[src/rtl/wb_master_port.sv]
// rtl/wb_master_port.sv - single-outstanding WISHBONE classic initiator with bus timeout
module wb_master_port #(
    parameter int AW      = 32,
    parameter int DW      = 32,
    parameter int TIMEOUT = 255
) (
    input  logic          wb_clk_i,
    input  logic          wb_rst_ni,
    input  logic          req_valid_i,
    output logic          req_ready_o,
    input  logic [AW-1:0] req_addr_i,
    input  logic          req_we_i,
    input  logic [DW-1:0] req_wdata_i,
    input  logic [3:0]    req_be_i,
    output logic          rsp_valid_o,
    input  logic          rsp_ready_i,
    output logic [DW-1:0] rsp_rdata_o,
    output logic          rsp_err_o,
    output logic          wb_cyc_o,
    output logic          wb_stb_o,
    output logic          wb_we_o,
    output logic [AW-1:0] wb_adr_o,
    output logic [DW-1:0] wb_dat_o,
    output logic [3:0]    wb_sel_o,
    input  logic [DW-1:0] wb_dat_i,
    input  logic          wb_ack_i,
    input  logic          wb_err_i
);

    // A disabled timeout still needs a legal one-bit counter.
    localparam int CW = (TIMEOUT > 0) ? $clog2(TIMEOUT + 1) : 1;
    localparam logic [CW-1:0] TO_LAST = CW'((TIMEOUT > 0) ? TIMEOUT - 1 : 0);

    typedef enum logic [1:0] {
        IDLE = 2'd0,
        BUS  = 2'd1,
        RESP = 2'd2
    } state_t;

    state_t        state, state_nxt;
    logic [CW-1:0] to_cnt;
    logic          to_hit;
    logic          bus_term;
    logic          bus_err;

    assign req_ready_o = (state == IDLE);

    always_ff @(posedge wb_clk_i or negedge wb_rst_ni) begin
        if (!wb_rst_ni) begin
            state <= IDLE;
        end else begin
            state <= state_nxt;
        end
    end

    always_comb begin
        state_nxt = state;
        to_hit    = 1'b0;
        bus_term  = 1'b0;
        bus_err   = 1'b0;
        case (state)
            IDLE: begin
                if (req_valid_i) begin
                    state_nxt = BUS;
                end
            end
            BUS: begin
                to_hit   = (TIMEOUT != 0) && (to_cnt == TO_LAST);
                bus_term = wb_ack_i || wb_err_i || to_hit;
                // A real ack in the same cycle as the timeout edge still counts as success.
                bus_err  = wb_err_i || (to_hit && !wb_ack_i);
                if (bus_term) begin
                    state_nxt = RESP;
                end
            end
            RESP: begin
                if (rsp_ready_i) begin
                    state_nxt = IDLE;
                end
            end
            default: state_nxt = IDLE;
        endcase
    end

    always_ff @(posedge wb_clk_i or negedge wb_rst_ni) begin
        if (!wb_rst_ni) begin
            wb_cyc_o    <= 1'b0;
            wb_stb_o    <= 1'b0;
            wb_we_o     <= 1'b0;
            wb_adr_o    <= '0;
            wb_dat_o    <= '0;
            wb_sel_o    <= '0;
            rsp_valid_o <= 1'b0;
            rsp_rdata_o <= '0;
            rsp_err_o   <= 1'b0;
            to_cnt      <= '0;
        end else begin
            case (state)
                IDLE: begin
                    if (req_valid_i) begin
                        wb_adr_o <= req_addr_i;
                        wb_we_o  <= req_we_i;
                        wb_dat_o <= req_wdata_i;
                        wb_sel_o <= req_be_i;
                        wb_cyc_o <= 1'b1;
                        wb_stb_o <= 1'b1;
                        to_cnt   <= '0;
                    end
                end
                BUS: begin
                    if (bus_term) begin
                        wb_cyc_o    <= 1'b0;
                        wb_stb_o    <= 1'b0;
                        rsp_valid_o <= 1'b1;
                        rsp_err_o   <= bus_err;
                        rsp_rdata_o <= (bus_err || wb_we_o) ? '0 : wb_dat_i;
                    end else if (TIMEOUT != 0) begin
                        to_cnt <= to_cnt + CW'(1);
                    end
                end
                RESP: begin
                    if (rsp_ready_i) begin
                        rsp_valid_o <= 1'b0;
                    end
                end
                default: ;
            endcase
        end
    end

endmodule

[config.mk]
export PLATFORM = sky130hd
export DESIGN_NAME = wb_master_port
export DESIGN_NICKNAME = d
export VERILOG_FILES = /design/src/rtl/wb_master_port.sv
export SDC_FILE = /design/constraint.sdc
export NUM_CORES = 1
export LEC_CHECK = 0
export CELL_PAD_IN_SITES_DETAIL_PLACEMENT = 1
export CELL_PAD_IN_SITES_GLOBAL_PLACEMENT = 1
export CORE_MARGIN = 2
export CORE_UTILIZATION = 33
export CTS_BUF_LIST = sky130_fd_sc_hd__clkbuf_2 sky130_fd_sc_hd__clkbuf_4 sky130_fd_sc_hd__clkbuf_8
export DETAILED_ROUTE_END_ITERATION = 12
export PLACE_DENSITY = 0.95
export SYNTH_ARGS = -nofsm -noshare
export SYNTH_HDL_FRONTEND = slang
export SYNTH_SLANG_ARGS = --single-unit
[constraint.sdc]
create_clock -name wb_clk_i -period 3.4 [get_ports wb_clk_i]
set_clock_uncertainty 0.15 [all_clocks]
set_input_delay 0.34 -clock wb_clk_i [delete_from_list [all_inputs] [get_ports wb_clk_i]]
set_output_delay 0.34 -clock wb_clk_i [all_outputs]
set_load 0.01 [all_outputs]
==> results of run 1 <==
-- per-layer routing --
layer / up-vias / routed length, um / part of all wire, %
met5: - / 0 / 0
met4: 0 / 271 / 1.9
met3: 23 / 921 / 6.6
met2: 164 / 7152 / 51
met1: 1944 / 5570 / 40
li1: 1824 / - / -
-- layout make-up --
cell class	count	area share, %
Tap cell	176	3.095
Multi-Input combinational cell	290	20.01
Clock buffer	20	3.869
Inverter	4	0.2110
Sequential cell	114	40.10
Timing Repair Buffer	218	30.81
Clock inverter	11	1.899
-- flip-flops by register name, indices dropped and copies added (netlist names) --
name / flops
to_cnt: 8
wb_adr_o: 32
rsp_rdata_o: 32
wb_dat_o: 32
state: 2
wb_stb_o: 1
rsp_valid_o: 1
wb_sel_o: 4
wb_we_o: 1
rsp_err_o: 1
-- repair_timing --
item,in CTS,in global routing
hold endpoints to repair,63,0
hold buffers,1,0
gates resized for setup,0,0
-- worst max-delay path: cells and delay by family (launching register included) --
family	cells	cell delay (ns)
buffers and inverters	1	0.60
AND/OR/NAND/NOR	1	0.22
flip-flops	1	0.41
-- cell families after synthesis --
group	Yosys count	synth area share [%]
buffers and inverters	28	3.504
adder cells (fa/ha/maj)	2	0.5650
AND/OR/NAND/NOR	236	21.50
flip-flops	114	64.43
AO/OA/AOI/OAI	51	9.777
multiplexers	1	0.2261
-- worst max-delay path by stage --
stage | startpoint | endpoint | cells past startpoint
3_3_place_gp | req_valid_i | wb_adr_o[7] | 5
6_report | state[0] | req_ready_o | 2
5_1_grt | state[0] | req_ready_o | 2
4_1_cts | state[0] | req_ready_o | 2
3_5_place_dp | req_valid_i | wb_dat_o[26] | 5
2_1_floorplan | to_cnt[0] | to_cnt[4] | 6
-- cells in the mapped netlist, drive strengths merged, types with 2 or more instances --
| cell type | count |
|---|---|
| nor2 | 4 |
| inv | 4 |
| o21ai | 6 |
| dfrtp | 114 |
| nand2b | 2 |
| a21o | 2 |
| a22o | 33 |
| nand2 | 217 |
| a21oi | 3 |
| nand3 | 5 |
| clkbuf | 6 |
| buf | 18 |
| o41ai | 2 |
| ha | 2 |
| nor3 | 3 |
| o311ai | 2 |
-- through the flow --
| step | worst slack [ns] | util, % | std cells | total power, uW | hold WS, ns |
|---|---|---|---|---|---|
| 4_1_cts | 1.210 | 53.94 | 833 | 6368 | 0.2602 |
| 2_1_floorplan | 1.736 | - | 432 | 3358 | -0.1056 |
| 3_5_place_dp | 1.323 | 50.75 | 801 | 4999 | 0.3164 |
| 6_report | 1.251 | 53.94 | 833 | 6278 | 0.2895 |
| 3_3_place_gp | 1.350 | 50.75 | 801 | 4832 | 0.3076 |
| 5_1_grt | 1.157 | 53.94 | 833 | 6661 | 0.2675 |
-- power breakdown --
part / switching, uW / internal, uW / total (uW)
Clock: 547 / 771 / 1320
Sequential: 378 / 1950 / 2320
Combinational: 1210 / 1430 / 2640
==> metrics.md, run 1 <==
| Metric | Value |
|---|---|
| Hold worst-path end | wb_dat_o[29] |
| Sum Neg Setup Slack | 0 ns |
| IO Port Bufs | 212 |
| Flop-to-flop setup slack | 1.46 ns |
| Yosys reg bits | 114 |
| Max Cap Viol | 0 |
| Clock sink count | 114 |
| Minimum clock period | 2.149 ns |
| Footprint of the multi-input gates | 1424 um^2 |
| Max stage delay on crit path | 0.60 ns |
| Pre-antenna DRT Iters | 4 |
| Area growth syn-to-layout | 60.67% |
| Number of global-route vias before repair | 4423 |
| Gr ovfl total | 0 |
| DIE WIDTH | 119.8 um |
| Final hold vios | 0 |
| IO Count | 213 |
| Power Dens Cells | 882.4 nW/um^2 |
| Num CTS Buffers | 17 |
| Worst Hold Class | input pin to register |
| GR peak layer | met2 |
| Routed WL per cell | 16.70 um |
| Die Y | 119.8 um |
| Leading cell type in the layout, fill and taps excluded | nand2_1 |
| Synth top area cells | dfrtp_1 64%, nand2_1 18%, a22o_1 6.5% |
| Outcome | completed |
| H-tree depth | 4 |
| Routed Antenna Nets | 0 |
| Reg area | 2853 um^2 |
| Min-Delay Path Depth | 3 |
| Number of synthesized flops with an enable pin | 0 |
| Leak | 0.003368 uW |
| Synth cell types | 32 |
| Clk_lat worst skew | 0.42 ns |
| Grt met3 use | 6.036% |
| Initial Utilization | 33.57% |
| Crit Reg-Reg Startpoint | to_cnt[0] |
| FF-to-FF path depth | 6 |
| Synth area leader | dfrtp_1 |
| Ys Warns | 0 |
| RSZ-0062 raised after global routing | no |
| Drt via density | 4.748 |
| DR vias | 3955 |
| Initial DRC Count | 178 |
| Die area | 14360 um^2 |
| Post-synth top area share | 64.42% |
| Initial antenna violation count | 0 |
| Hold path start | req_wdata_i[29] |
| Synth async-reset ratio | 100.0% |
| Gate Count Post-Synth | 432 |
| Peak supply drop | 0.3890 mV |
| Worst Setup End Kind | output port |
| Fin crit share | 63.21% |
| Rows | 42 |
| NumNets Final | 754 |
| Global Route Usage Sum | 19.84% |
| Critical-path maximum fanout | 4 |
| Gpl congestion | 0.7666 |
| Register area share after synthesis | 64.42% |
| N_diodes | 0 |
| Pin count of the biggest net entering global routing | 65 |
| CTS tree | built |
| Clock tree root driver cell | clkbuf_8 |
| CP Class | register to output port |
| Grt met2 use | 34.71% |
| Reg-to-reg endpoint | to_cnt[4] |
| Post-Syn Nets | 541 |
| Top_reg_cell synth | dfrtp_1 |
| Global-route wire length before repair | 22450 um |
| Crit path max-delay cell type | clkdlybuf4s50_1 |
| Post-CTS setup buffer count | 0 |
| Met1 usage | 22.75% |
| Max_slew headroom | 45.02% |
| Synthesized area per cell | 10.25 um^2 |
| Placed inst area | 6694 um^2 |
| Final setup fails | 0 |
| Core Box Area | 13190 um^2 |
| Critical Path, Cell by Cell | nor2_1 > clkdlybuf4s50_1 |
| Worst EP arrival | 1.66 ns |
| Worst Tran Pin Value | 0.8247 ns |
| CP Launch Type | register |
| Detailed Place HPWL | 10040 um |
| Share of cells above drive strength 1 | 7.002% |
| Fillers | 1442 |
| Reg clk slew, reported paths | 0.07 ns |
| Final wirelength | 13920 um |
| Drt drc | 0 |
| Finished Cell Area | 7114 um^2 |
| Critical Path RT | 2.91 ns |
| Pins Over Slew Limit | 0 |
| Max Fclk | 465.3 MHz |
| Cell area after synthesis | 4428 um^2 |
| Leading cell types in the layout, fill and taps excluded | 215 x nand2_1, 211 x clkdlybuf4s50_1, 114 x dfrtp_1 |
| Clock Tree Buf Depth | 2 |
No activity file was read; power rests on OpenSTA's default activity.
==> inputs of run 2 (changes only) <==
- CORE_UTILIZATION: 33 -> 31
- PLACE_DENSITY: 0.95 -> 0.94
- clock period: 3.4 -> 2.2 ns (I/O delays scaled with it)
==> metrics.md, run 2 (same netlist as run 1, synthesis figures left out) <==
| Metric | Value |
|---|---|
| Largest delay contributor family on the critical path | compound AO/OA/AOI/OAI gates |
| Peak supply drop | 0.6314 mV (+62%) |
| Clock sink count | 114 (unchanged) |
| Die Y | 123.5 um (+3.1%) |
| DIE WIDTH | 123.5 um (+3.1%) |
| Sw power | 3343 uW (+57%) |
| Initial Utilization | 31.78% (-1.8 points) |
| Routed Antenna Nets | 0 (unchanged) |
| Leak | 0.003396 uW (+0.83%) |
| Max Cap Viol | 0 (unchanged) |
| Final setup fails | 0 (unchanged) |
| Minimum clock period | 2.026 ns |
| NumNets Final | 760 (+0.80%) |
| Pre-antenna DRT Iters | 4 (unchanged) |
| Worst Tran Pin Value | 0.6219 ns (-0.2028 ns) |
| Max Fclk | 493.7 MHz |
| Max stage delay on crit path | 0.44 ns (-0.16 ns) |
| Drt drc | 0 (unchanged) |
| Worst Path Buf+Inv | 2 (+1) |
| Fraction of power consumed by combinational cells | 42.2% (+0.2 points) |
| Die area | 15260 um^2 (+6.2%) |
| Leading cell types in the layout, fill and taps excluded | 215 x nand2_1, 211 x clkdlybuf4s50_1, 114 x dfrtp_1 |
| Share of cells above drive strength 1 | 7.843% (+0.84 points) |
| Crit path max-delay cell type | dfrtp_1 |
| Critical Path RT | 2.34 ns (-0.57 ns) |
| Gpl congestion | 0.7905 (+3.1%) |
| Worst Hold Class | input pin to register |
| Clock power share | 21.2% (+0.2 points) |
| IO Port Bufs | 212 (unchanged) |
| Outcome | completed |
| DR vias | 4052 (+2.5%) |
| Area growth syn-to-layout | 62.19% |
| Worst EP arrival | 2.17 ns (+0.51 ns) |
| Final hold vios | 0 (unchanged) |
| RSZ-0062 raised after global routing | no |
| H-tree depth | 4 (unchanged) |
| Global-route wire length before repair | 23380 um (+4.1%) |
| Fillers | 1493 (+3.5%) |
| Routed WL per cell | 17.63 um (+5.5%) |
| Reg-to-reg endpoint | to_cnt[6] |
| Critical Path, Cell by Cell | inv_1 > ha_1 > nand3_1 > o211ai_4 > buf_4 > o311ai_1 > o41ai_1 |
| FF-to-FF path depth | 7 (+1) |
| Sum Neg Setup Slack | 0 ns (unchanged) |
| Footprint of the multi-input gates | 1424 um^2 (unchanged) |
| CP Class | register to register |
| Sw frac | 34.10% (+0.16 points) |
| Leading cell type in the layout, fill and taps excluded | nand2_1 |
| Reg area | 2853 um^2 (unchanged) |
| CP Depth | 7 (+5) |
| Reg power frac | 36.6% (-0.4 points) |
| Pin count of the biggest net entering global routing | 58 (-11%) |
| CTS tree | built |
| Pins Over Slew Limit | 0 (unchanged) |
| Rows | 43 (+2.4%) |
| Critical Path Source | to_cnt[0] |
| Critical-path maximum fanout | 9 (+5) |
| Power Dens Cells | 1365 nW/um^2 (+55%) |
| Final wirelength | 14860 um (+6.8%) |
| Crit path to | to_cnt[6] |
| Clk_lat worst skew | 0.43 ns (about the same) |
| Clock Tree Buf Depth | 2 (unchanged) |
| Initial antenna violation count | 0 (unchanged) |
| Clock tree root driver cell | clkbuf_8 |
| Reg clk slew, reported paths | 0.07 ns (about the same) |
| Initial DRC Count | 200 (+12%) |
| N_diodes | 0 (unchanged) |
| Number of global-route vias before repair | 4585 (+3.7%) |
| Top flop regs | rsp_rdata_o: 32 flops, wb_adr_o: 32 flops, wb_dat_o: 32 flops |
| CP Launch Type | register |
| Flop-to-flop setup slack | 0.17 ns (-1.29 ns) |
| Hold slack | 0.1625 ns (-0.1270 ns) |
| Int Power | 6459 uW (+56%) |
| Num CTS Buffers | 17 (unchanged) |
| IO Count | 213 (unchanged) |
| Crit Reg-Reg Startpoint | to_cnt[0] |
| Worst Setup End Kind | register |
| Max_slew headroom | 58.54% (+14 points) |
| Global Route Usage Sum | 20.18% (+0.34 points) |
| Core Box Area | 13930 um^2 (+5.6%) |
| Post-CTS Resized | 0 (unchanged) |
| Gr ovfl total | 0 (unchanged) |
| Drt via density | 4.807 (+1.2%) |
| Detailed Place HPWL | 10890 um (+8.5%) |
| Fin crit share | 92.07% |
[run 2: area by class of cell]
| type | count | share of cell area, % |
|---|---|---|
| flip-flops and latches | 114 | 39.72 |
| well taps | 180 | 3.136 |
| clock buffers | 21 | 3.937 |
| clock inverters | 10 | 1.847 |
| multi-input cells | 290 | 19.83 |
| inverters | 4 | 0.2091 |
| repair buffers | 224 | 31.32 |
[run 2: worst register-to-register path, cell delays in order, from the launching register on]
cell and delay, ns:
dfrtp_1 0.44, inv_1 0.07, ha_1 0.21, nand3_1 0.25, o211ai_4 0.18, buf_4 0.20, o311ai_1 0.28, o41ai_1 0.12
[run 2: repair_timing]
item                                   4_1_cts  5_1_grt
hold buffers                                 1        0
setup buffers                                0        2
setup endpoints to repair                    0        1
endpoints found under the hold margin       42        0
[run 2: routing by layer]
layer	GRT usage, %	share of wire (%)	vias up
met5	0	0	-
met4	8.452	2.1	0
met3	7.703	8.6	30
met2	35.54	52	177
met1	21.55	38	2005
li1	-	-	1840
[run 2: worst min-delay path by stage]
stage                          from      endpoint  slack [ns]  cells past startpoint
detailed placement        wb_rst_ni  wb_adr_o[24]        0.12                      1
floorplan                 wb_rst_ni     rsp_err_o       -0.23                      0
CTS                 req_wdata_i[22]  wb_dat_o[22]        0.13                      3
global placement          wb_rst_ni  wb_adr_o[24]        0.11                      1
finish              req_wdata_i[22]  wb_dat_o[22]        0.16                      3
global route         req_addr_i[20]  wb_adr_o[20]        0.15                      3
[run 2: power groups by stage]
stage               Sequential (uW)  Clock, uW  Combinational, uW
floorplan                      3930          0               1250
global placement               3540          0               3970
detailed placement             3620          0               4170
CTS                            3600       2120               4200
global route                   3700       2220               4500
finish                         3590       2080               4140
[run 2: through the flow]
| step | utilization, % | instances | setup slack (ns) | cell area [um^2] | total power (uW) |
|---|---|---|---|---|---|
| floorplan | - | 432 | 0.5359 | 4428 | 5190 |
| global placement | 48.38 | 809 | 0.3564 | 6741 | 7513 |
| detailed placement | 48.38 | 809 | 0.1713 | 6741 | 7789 |
| CTS | 51.43 | 841 | 0.1389 | 7167 | 9926 |
| global route | 51.54 | 843 | 0.05048 | 7182 | 10410 |
| finish | 51.54 | 843 | 0.1744 | 7182 | 9802 |
